[src/rtl/adder_arb_pkg.sv]
// Shared constants, slot state and round-robin helper for the adder_arbiter block.
package adder_arb_pkg;

    localparam int N_REQ_DEF = 4;
    localparam int WIDTH_DEF = 32;

    typedef enum logic {
        EMPTY = 1'b0,
        FULL  = 1'b1
    } slot_state_t;

    function automatic int unsigned rr_next(input int unsigned ptr, input int unsigned n);
        return (ptr + 1 >= n) ? 0 : ptr + 1;
    endfunction

endpackage

[src/rtl/adder_arbiter_rr.sv]
// Combinational round-robin picker: first asserted request at or after ptr, wrapping.
module rr_arbiter #(
    parameter  int N  = 4,
    localparam int IW = $clog2(N)
) (
    input  logic [N-1:0]  req,
    input  logic [IW-1:0] ptr,
    input  logic          en,
    output logic [N-1:0]  gnt,
    output logic [IW-1:0] gnt_id
);

    logic          found;
    logic [IW-1:0] idx;

    always_comb begin
        gnt    = '0;
        gnt_id = '0;
        found  = 1'b0;
        idx    = '0;
        for (int k = 0; k < N; k++) begin
            idx = IW'((int'(ptr) + k) % N);
            if (!found && req[idx]) begin
                found    = 1'b1;
                gnt_id   = idx;
                gnt[idx] = en;
            end
        end
    end

endmodule

[src/rtl/adder_arbiter.sv]
// Shares one WIDTH-bit adder between N_REQ requesters through a single result slot.
//   state | meaning
//   EMPTY | no result held; a request may be accepted
//   FULL  | result held on rsp_*; drains when rsp_ready is high
module adder_arbiter
    import adder_arb_pkg::*;
#(
    parameter  int N_REQ = N_REQ_DEF,
    parameter  int WIDTH = WIDTH_DEF,
    localparam int ID_W  = $clog2(N_REQ)
) (
    input  logic                   clk,
    input  logic                   rst,
    input  logic [N_REQ-1:0]       req_valid,
    output logic [N_REQ-1:0]       req_ready,
    input  logic [N_REQ*WIDTH-1:0] req_op1,
    input  logic [N_REQ*WIDTH-1:0] req_op2,
    output logic                   rsp_valid,
    input  logic                   rsp_ready,
    output logic [WIDTH-1:0]       rsp_sum,
    output logic                   rsp_carry,
    output logic [ID_W-1:0]        rsp_id
);

    slot_state_t      state_q, state_d;
    logic [ID_W-1:0]  ptr_q;
    logic [N_REQ-1:0] gnt;
    logic [ID_W-1:0]  gnt_id;
    logic             free;
    logic             xfer;
    logic [WIDTH-1:0] op1_sel, op2_sel;
    logic [WIDTH:0]   add_res;

    assign free = (state_q == EMPTY) || rsp_ready;

    // Reset blanks the grant so nothing is accepted while the slot is being cleared.
    rr_arbiter #(.N(N_REQ)) u_arb (
        .req    (req_valid),
        .ptr    (ptr_q),
        .en     (free && !rst),
        .gnt    (gnt),
        .gnt_id (gnt_id)
    );

    assign req_ready = gnt;
    assign xfer      = |gnt;
    assign rsp_valid = (state_q == FULL);

    assign op1_sel = req_op1[int'(gnt_id)*WIDTH +: WIDTH];
    assign op2_sel = req_op2[int'(gnt_id)*WIDTH +: WIDTH];
    assign add_res = {1'b0, op1_sel} + {1'b0, op2_sel};

    always_comb begin
        state_d = state_q;
        if (xfer) begin
            state_d = FULL;
        end else if (state_q == FULL && rsp_ready) begin
            state_d = EMPTY;
        end
    end

    always_ff @(posedge clk) begin
        if (rst) begin
            state_q <= EMPTY;
        end else begin
            state_q <= state_d;
        end
    end

    always_ff @(posedge clk) begin
        if (rst) begin
            ptr_q     <= '0;
            rsp_sum   <= '0;
            rsp_carry <= 1'b0;
            rsp_id    <= '0;
        end else if (xfer) begin
            ptr_q     <= ID_W'(rr_next(32'(gnt_id), N_REQ));
            rsp_sum   <= add_res[WIDTH-1:0];
            rsp_carry <= add_res[WIDTH];
            rsp_id    <= gnt_id;
        end
    end

endmodule

[config.mk]
export PLATFORM = sky130hd
export DESIGN_NAME = adder_arbiter
export DESIGN_NICKNAME = d
export VERILOG_FILES = /design/src/rtl/adder_arb_pkg.sv /design/src/rtl/adder_arbiter_rr.sv /design/src/rtl/adder_arbiter.sv
export SDC_FILE = /design/constraint.sdc
export NUM_CORES = 1
export LEC_CHECK = 0
export CELL_PAD_IN_SITES_DETAIL_PLACEMENT = 1
export CELL_PAD_IN_SITES_GLOBAL_PLACEMENT = 1
export CORE_MARGIN = 4
export CORE_UTILIZATION = 27
export DETAILED_ROUTE_END_ITERATION = 6
export HOLD_SLACK_MARGIN = 0.15
export PLACE_DENSITY = 0.83
export SLEW_MARGIN = 15
export SYNTH_ARGS = -nofsm -noshare
export SYNTH_HDL_FRONTEND = slang
export SYNTH_SLANG_ARGS = --single-unit
[constraint.sdc]
create_clock -name clk -period 7.45 [get_ports clk]
set_input_delay 1.49 -clock clk [delete_from_list [all_inputs] [get_ports clk]]
set_output_delay 1.49 -clock clk [all_outputs]
set_load 0.02 [all_outputs]
==> qor.yml <==
drive_gt1_share_pct: 5.00
globalplace.congestion: 0.875
grt_pass1_vias: 7107
design_area_sq_um: 8990
critPathMaxFanout: 18
vias: 7122
clk_latency_ns: 0.28
seqCellArea_sq_um: 761
critPathKind: "input pin to register"
synthArstFlopShare_pct: 0
cts_tree: "yes"
power.leakage_nw: 3.44
syn_inst: 815
wire_per_inst_um: 19.0
yosys-top-cells-area: "dfxtp_1, nand2_1, a211oi_1"
cts_setup_buffers: 0
synth_cell_types: 59
hp-class: "register to register"
ant_nets: 0
dp_hpwl_mm: 21.4
critPathArrivalTime_ns: 7.08
wl_mm: 25.6
period_needed_ns: 6.89
slowest_delay_ns: 0.62
fp.dieArea_sq_um: 22900
areaGrowthSynthToFinish_pct: 62.0
clock_sinks: 38
synth.avg_cell_area_sq_um: 6.81
start_kind: "input pin"
cts_buffer_depth: 2
top_layer_used: "met4"
max_slew_margin_pct: 28.3
synth_area_sq_um: 5550
dieHeight_um: 151
ir_worst_vdd_mv: 0.193
drt-pass1-iter-count: 4
drt-initial-drc-count: 384
crit_buf_inv: 3
cts-hold-fix-buffers: 0
endpoint_kind: "register"
cp_common_cell: "a211oi_1"
ys_seq_area_share_pct: 13.7
ys_seq_elements: 38
rsz0062_at_grt: "no"
globalRouteTotalUtil_pct: 21.2
cts-buffers-inserted: 5
wl_met1_mm: 11.0
required_ns: 7.64
routed_via_density: 5.28
multi_input_area_sq_um: 4480
syn_nets: 1116
numPlacedInstances: 1341
placed_area_sq_um: 8840
portBuffers: 302
cts.htree.levels: 2
crit_chain: "clkdlybuf4s50_1 > mux4_2 > or3_1 > o221ai_1 > o31a_2 > clkinv_2 > buf_4 > and2_1 > a211oi_1 > a31oi_1 > ha_1 > and3_1 > a211oi_1 > o32ai_1 > a21o_1 > o31a_1 > a211o_1 > mux2_2 > o31ai_1"
synth-edff-count: 0
root_buffer: "clkbuf_16"
ys.warnings.count: 0
cap_viol_max_count: 0
tightest_slew_ns: 1.05
grt_max_degree: 130
rows: 52
core-area_sq_um: 20200
r2r_start: "ptr_q[0]"
synth_top_cell_by_area: "dfxtp_1"
cpMaxStageDelayCell: "mux4_2"
fin_worst_skew_ns: 0.00505
route.met3.wl_mm: 1.35
yosys_most_used_dff: "dfxtp_1"
overflow: 0
fin_cells: 1349
max_freq_mhz: 145
synthTopCellsByCount: "nand2_1, a31oi_1, a211oi_1"
cts_resized: 0
cp-startpoint: "req_valid[1]"
cp_top_family: "compound AO/OA/AOI/OAI gates"
routed-wl-met2_mm: 13.0
post-route-drc-count: 0
fin_crit_sh_pct: 92.5
setup_violations: 0
n_fill_cell: 2487
grt_antenna_before_repair: 0
powerDensity_nw_per_um2: 496
hold_violations: 0
synth.most_common_cell: "nand2_1"
ios: 303
finalMaxSlewViolations: 0
die_w_um: 151
outcome: "finished clean"
grt_pass1_wl_mm: 38.6
clk_pin_slew_ns: 0.06
diodes: 0
final_nets: 1379
synth.top_cell.area_share_pct: 13.7
final.setup.tns_ns: 0
initial_core_util_pct: 27.4
min_from: "rsp_sum[10]"
[state kept, by name, summed over array words and instances, names as in the netlist]
name	cells
rsp_sum	32
ptr_q	2
rsp_id	2
rsp_carry	1
rsp_valid	1
[tightest hold or removal path: cells and delay by family, from the launching register on]
kind | cells | cell delay [ns]
AO/OA/AOI/OAI | 1 | 0.05
AND/OR/NAND/NOR | 1 | 0.05
flip-flops | 1 | 0.31
[report_power, final]
| group | switching (mW) | internal, mW |
|---|---|---|
| Clock | 0.0828 | 0.132 |
| Sequential | 0.0412 | 0.273 |
| Combinational | 2.33 | 1.59 |
| Total | 2.46 | 2.00 |
[path summary, 6_finish.rpt]
path	to	slack, ns	cells past startpoint
worst min-delay path	rsp_sum[10]	0.45	2
worst max-delay path	rsp_sum[31]	0.56	19
worst min register to register	rsp_sum[10]	0.45	2
worst max register to register	rsp_sum[31]	1.11	19
[cells by family after synthesis]
kind of cell,count (synthesis),synth area share [%]
xor gates and xnor gates,25,3.95
muxes,21,4.28
adders and majority gates,38,8.71
and+or+nand+nor,340,29.0
DFF,38,13.7
AOI/OAI and AO/OA,277,34.5
buffers and inverters,76,5.84
[layout by cell type (no fill, tap or decap), types with 16 or more instances in the layout]
cell	Yosys	final
clkdlybuf4s50_1	0	302
nand2_1	170	170
a31oi_1	72	72
a211oi_1	68	68
and2_1	59	59
nor2_1	41	41
a21oi_1	41	41
dfxtp_1	38	38
ha_1	37	37
o21ai_0	21	21
a21o_1	18	18
mux2i_1	17	16
buf_4	0	16
[final cells by class]
type | count | area share, %
clock buffer | 6 | 1.55
clock inverter | 2 | 0.139
inverter | 10 | 0.432
multi-input combinational | 701 | 49.8
sequential | 38 | 8.46
tap | 270 | 3.76
timing repair buffer | 322 | 35.9
[through the flow]
step / util, % / hold WS, ns / setup slack [ns] / power, mW
after floorplan: - / 0.529 / 1.39 / 3.02
after global placement: 43.7 / 0.442 / 0.439 / 4.14
after detailed placement: 43.7 / 0.446 / 0.227 / 4.20
after CTS: 44.4 / 0.454 / 0.520 / 4.44
after global routing: 44.4 / 0.481 / 0.240 / 4.87
final: 44.4 / 0.452 / 0.562 / 4.46
[routing by layer]
metal	vias up	track usage (%)
met3	13	3.32
li1	3511	-
met5	-	0
met1	3395	27.3
met2	203	38.1
met4	0	3.08
No activity file was read; power rests on OpenSTA's default activity.
==> edit 1: new RTL, same flow settings <==
The package constant `N_REQ_DEF` goes from 4 to 8.
--- a/src/rtl/adder_arb_pkg.sv
+++ b/src/rtl/adder_arb_pkg.sv
@@ -1,7 +1,7 @@
 // Shared constants, slot state and round-robin helper for the adder_arbiter block.
 package adder_arb_pkg;
 
-    localparam int N_REQ_DEF = 4;
+    localparam int N_REQ_DEF = 8;
     localparam int WIDTH_DEF = 32;
 
     typedef enum logic {
Ports: changed (5 resized); port bits go from 303 to 568. The function was not compared with the original's and may differ.
==> edit 1 against the unedited design <==
  * Sequential share of layout area fell by 3.7 points
  * Area after synthesis rose by 71%
  * Wire length rose by 100%
  * Global-route usage rose by 3.6 points
  * Design area rose by 87%
  * Maximum frequency fell by 4.6%
  * Register-to-register slack got worse by 380 ps
  * Sequential cell count rose by 2
  * Setup slack got worse by 330 ps
  * Critical path type unchanged
  * Critical endpoint is now rsp_sum[23]
Power is left out: the tool's default activity adds up to more than one toggle a clock period on the data nets, which glitch-free logic cannot reach.
==> edit 1: results (changes against the unedited design) <==
HPWL Detailed: 44.2 mm (+110%)
# nets final: 2238 (+62%)
XOR/XNOR share of the synthesized area: 0.0277 (-0.0118)
Worst Path Arrival: 7370 ps (+290 ps)
Peak per-stage delay on the critical path: 530 ps (-90 ps)
Largest net degree at the start of global routing: 44 (-66%)
Post-DR vias/cell: 5.10 (-3.4%)
Register area share after synthesis: 0.0843 (-0.0528)
Initial antenna violation count: 8 (+8)
Violation count after the first detailed-routing iteration: 399 (+3.9%)
Post-Synth Adder-Cell Area: 0.0535 (-0.0336)
Routed via count: 10908 (+53%)
Number of global-route vias before repair: 11917 (+68%)
Layout cells sized above 1: 0.153 (+0.103)
Mapped Cells: 1038 (+27%)
Largest regs: rsp_sum (32), ptr_q (3), rsp_id (3)
Clock Skew: 5.76 ps (+0.713 ps)
Placer Congestion: 0.920 (+5.2%)
Complex-gate fraction of the synthesized area: 0.111 (-0.234)
Status: complete, no violations
Post-synthesis mux area share: 0.570 (+0.527)
Slew HR: 0.454 (+0.171)
Total track usage: 0.249 (+0.0362)
Placed instance area: 16400 µm² (+85%)
Dpl cells: 2112 (+57%)
==> edit 1: logic make-up after synthesis <==
kind of cell             Yosys count
multiplexers                     512
AND/OR/NAND/NOR                  171
AO/OA/AOI/OAI                    157
buffers and inverters             88
adder cells (fa/ha/maj)           40
flip-flops                        40
XOR/XNOR                          30
==> edit 1: worst reg2reg max path: cells and delay by family, from the launching register on <==
| family | cells | cell delay [ps] |
|---|---|---|
| AOI/OAI and AO/OA | 10 | 2170 |
| buffers and inverters | 8 | 1540 |
| muxes | 5 | 1340 |
| adders and majority gates | 2 | 660 |
| DFF | 1 | 440 |
| xor gates and xnor gates | 1 | 230 |
| and+or+nand+nor | 1 | 210 |
==> edit 1: worst paths after layout <==
| check | start | end | slack, ps | cells after the start |
|---|---|---|---|---|
| worst max register to register | ptr_q[0] | rsp_sum[23] | 730 | 27 |
| worst min register to register | rsp_sum[16] | rsp_sum[16] | 480 | 2 |
| worst max-delay path | req_valid[3] | rsp_sum[23] | 230 | 24 |
| worst min-delay path | rsp_sum[16] | rsp_sum[16] | 480 | 2 |
==> edit 1: metal layers <==
metal,track usage,part of all wire
met5,0,0.00014
met4,0.0729,0.022
met3,0.0545,0.061
met2,0.471,0.54
met1,0.276,0.38
==> edit 1: repair_timing <==
| item | 4_1_cts | 5_1_grt |
|---|---|---|
| endpoints found under the hold margin | 0 | 0 |
| hold buffers | 0 | 0 |
| setup endpoints to repair | 0 | 9 |
| buffers inserted | 0 | 9 |
| resized for setup | 0 | 21 |
==> edit 1: final cells by class <==
cell class	count	area, µm²
diodes	7	17.5
clock inverters	2	35.0
flip-flops and latches	40	801
well taps	455	569
inverters	14	52.6
repair buffers	704	6950
fillers	3893	17800
clock buffers	6	129
multi-input cells	910	8240
==> edit 2: new RTL, same flow settings <==
Without the edit above. Reset style: asynchronous (`rst`), changed in 2 clocked blocks.
--- a/src/rtl/adder_arbiter.sv
+++ b/src/rtl/adder_arbiter.sv
@@ -59,7 +59,7 @@
         end
     end
 
-    always_ff @(posedge clk) begin
+    always_ff @(posedge clk or posedge rst) begin
         if (rst) begin
             state_q <= EMPTY;
         end else begin
@@ -67,7 +67,7 @@
         end
     end
 
-    always_ff @(posedge clk) begin
+    always_ff @(posedge clk or posedge rst) begin
         if (rst) begin
             ptr_q     <= '0;
             rsp_sum   <= '0;
Formal check against the unedited RTL: differs if rst is asserted again (counterexample within 4 cycles, from zero or initial values and one cycle with rst high); with rst held inactive, the same outputs for 4 cycles.
==> edit 2 against the unedited design <==
  * Sequential cell count stayed put
  * Non-clock buffer count is 3 lower
  * Sequential share of layout area is 2.2 points higher
  * Area after synthesis is 0.63% lower
  * Final cell count is 1.9% lower
  * Via count is 2.9% lower
  * Wire length is 2.0% lower
  * Setup slack better by 79 ps
  * Clock skew is 1.6 ps higher
  * Design area is 0.49% lower
  * Critical path type unchanged
Power is left out: the tool's default activity adds up to more than one toggle a clock period on the data nets, which glitch-free logic cannot reach.
==> edit 2: results (changes against the unedited design) <==
Status: complete, no violations
Number of global-route vias before repair: 7065 (-0.59%)
# nets final: 1353 (-1.9%)
Synth Net Count: 1085 (-2.8%)
Last element of the critical path: rsp_sum[28]
Worst reg2reg startpoint: ptr_q[0]
Clock slew at reported path FFs: 60 ps (about the same)
First-pass GRT wire length: 38.2 mm (-1.1%)
Pre-CTS setup slack: 435 ps (+208 ps)
Largest regs: rsp_sum (32), ptr_q (2), rsp_id (2)
Clock Skew: 6.66 ps (+1.61 ps)
Total track usage: 0.211 (-0.00148)
Cells on worst reg2reg path: 20 (+1)
R2R Setup Slk: 1080 ps (-30 ps)
Crit Path Max Fanout: 38 (+20)
Placer Congestion: 0.896 (+2.3%)
Slew HR: 0.517 (+0.235)
Post-synth ARST share: 1.00 (+1.00)
Synth area leaders: dfrtp_1, nand2_1, a211oi_1, ha_1, a31oi_1
Layout cells sized above 1: 0.0465 (-0.00351)
Violation count after the first detailed-routing iteration: 302 (-21%)
Post_cts resized: 0 (unchanged)
Worst Path Arrival: 6970 ps (-110 ps)
Yosys cell types: 64 (+8.5%)
Filler cells: 2507 (+0.80%)
Register area share after synthesis: 0.172 (+0.0354)
Total wire length: 25.1 mm (-2.0%)
Peak per-stage delay on the critical path: 650 ps (+30 ps)
Largest net degree at the start of global routing: 69 (-47%)
Initial core utilization: 0.273 (-0.000853)
HPWL Detailed: 21.3 mm (-0.49%)
Synth top cells by count: nand2_1, a31oi_1, a211oi_1
==> edit 2: layer usage <==
layer  GRT usage  up-vias  part of all wire
met1       0.282     3281              0.43
met4      0.0526        0             0.022
met2       0.357      225              0.48
met3      0.0314       31             0.059
li1            -     3376                 -
met5           0        -                 0
==> edit 2: metrics by stage <==
stage               instance area [µm²]  cells  hold slack, ps   util
detailed placement                 8790   1315             482  0.436
finish                             8940   1323             489  0.443
floorplan                          5510    784             607      -
global route                       8940   1323             528  0.443
CTS                                8940   1323             495  0.443
global placement                   8790   1315             475  0.436
==> edit 2: cell families (layout without fill, tap and decap cells) <==
group,Yosys count,after routing,share of synthesized area
AOI/OAI and AO/OA,265,265,0.318
xor gates and xnor gates,25,25,0.0397
adders and majority gates,38,38,0.0876
buffers and inverters,82,351,0.0690
DFF,38,38,0.172
muxes,18,18,0.0418
and+or+nand+nor,318,318,0.271
==> edit 2: final cells by class <==
| cell class | instances | share of cell area |
|---|---|---|
| flip-flops and latches | 38 | 0.106 |
| multi-input cells | 664 | 0.471 |
| well taps | 270 | 0.0378 |
| clock buffers | 6 | 0.0155 |
| clock inverters | 2 | 0.00140 |
| repair buffers | 319 | 0.358 |
| inverters | 24 | 0.0104 |
==> edit 2: worst register-to-register path: stages (launching register included) <==
cell,delay (ps)
dfrtp_1,660
inv_1,180
ha_1,500
mux4_2,640
or2_4,280
o21bai_1,170
o211a_4,400
buf_4,290
and2_0,170
a211oi_1,210
a31oi_1,70
ha_1,270
fa_1,450
a211oi_1,260
o21ai_0,200
o2111ai_1,460
a2111o_1,260
o31a_1,210
o21ai_0,130
xor2_1,150
mux2_1,290
==> edit 2: worst min-delay path by stage <==
stage,cells past startpoint,slack [ps],end,startpoint
global route,1,530,rsp_sum[17],rsp_sum[17]
detailed placement,1,480,rsp_sum[17],rsp_sum[17]
floorplan,2,610,rsp_sum[31],rsp_sum[31]
global placement,1,480,rsp_sum[17],rsp_sum[17]
finish,1,490,rsp_sum[17],rsp_sum[17]
CTS,1,490,rsp_sum[17],rsp_sum[17]
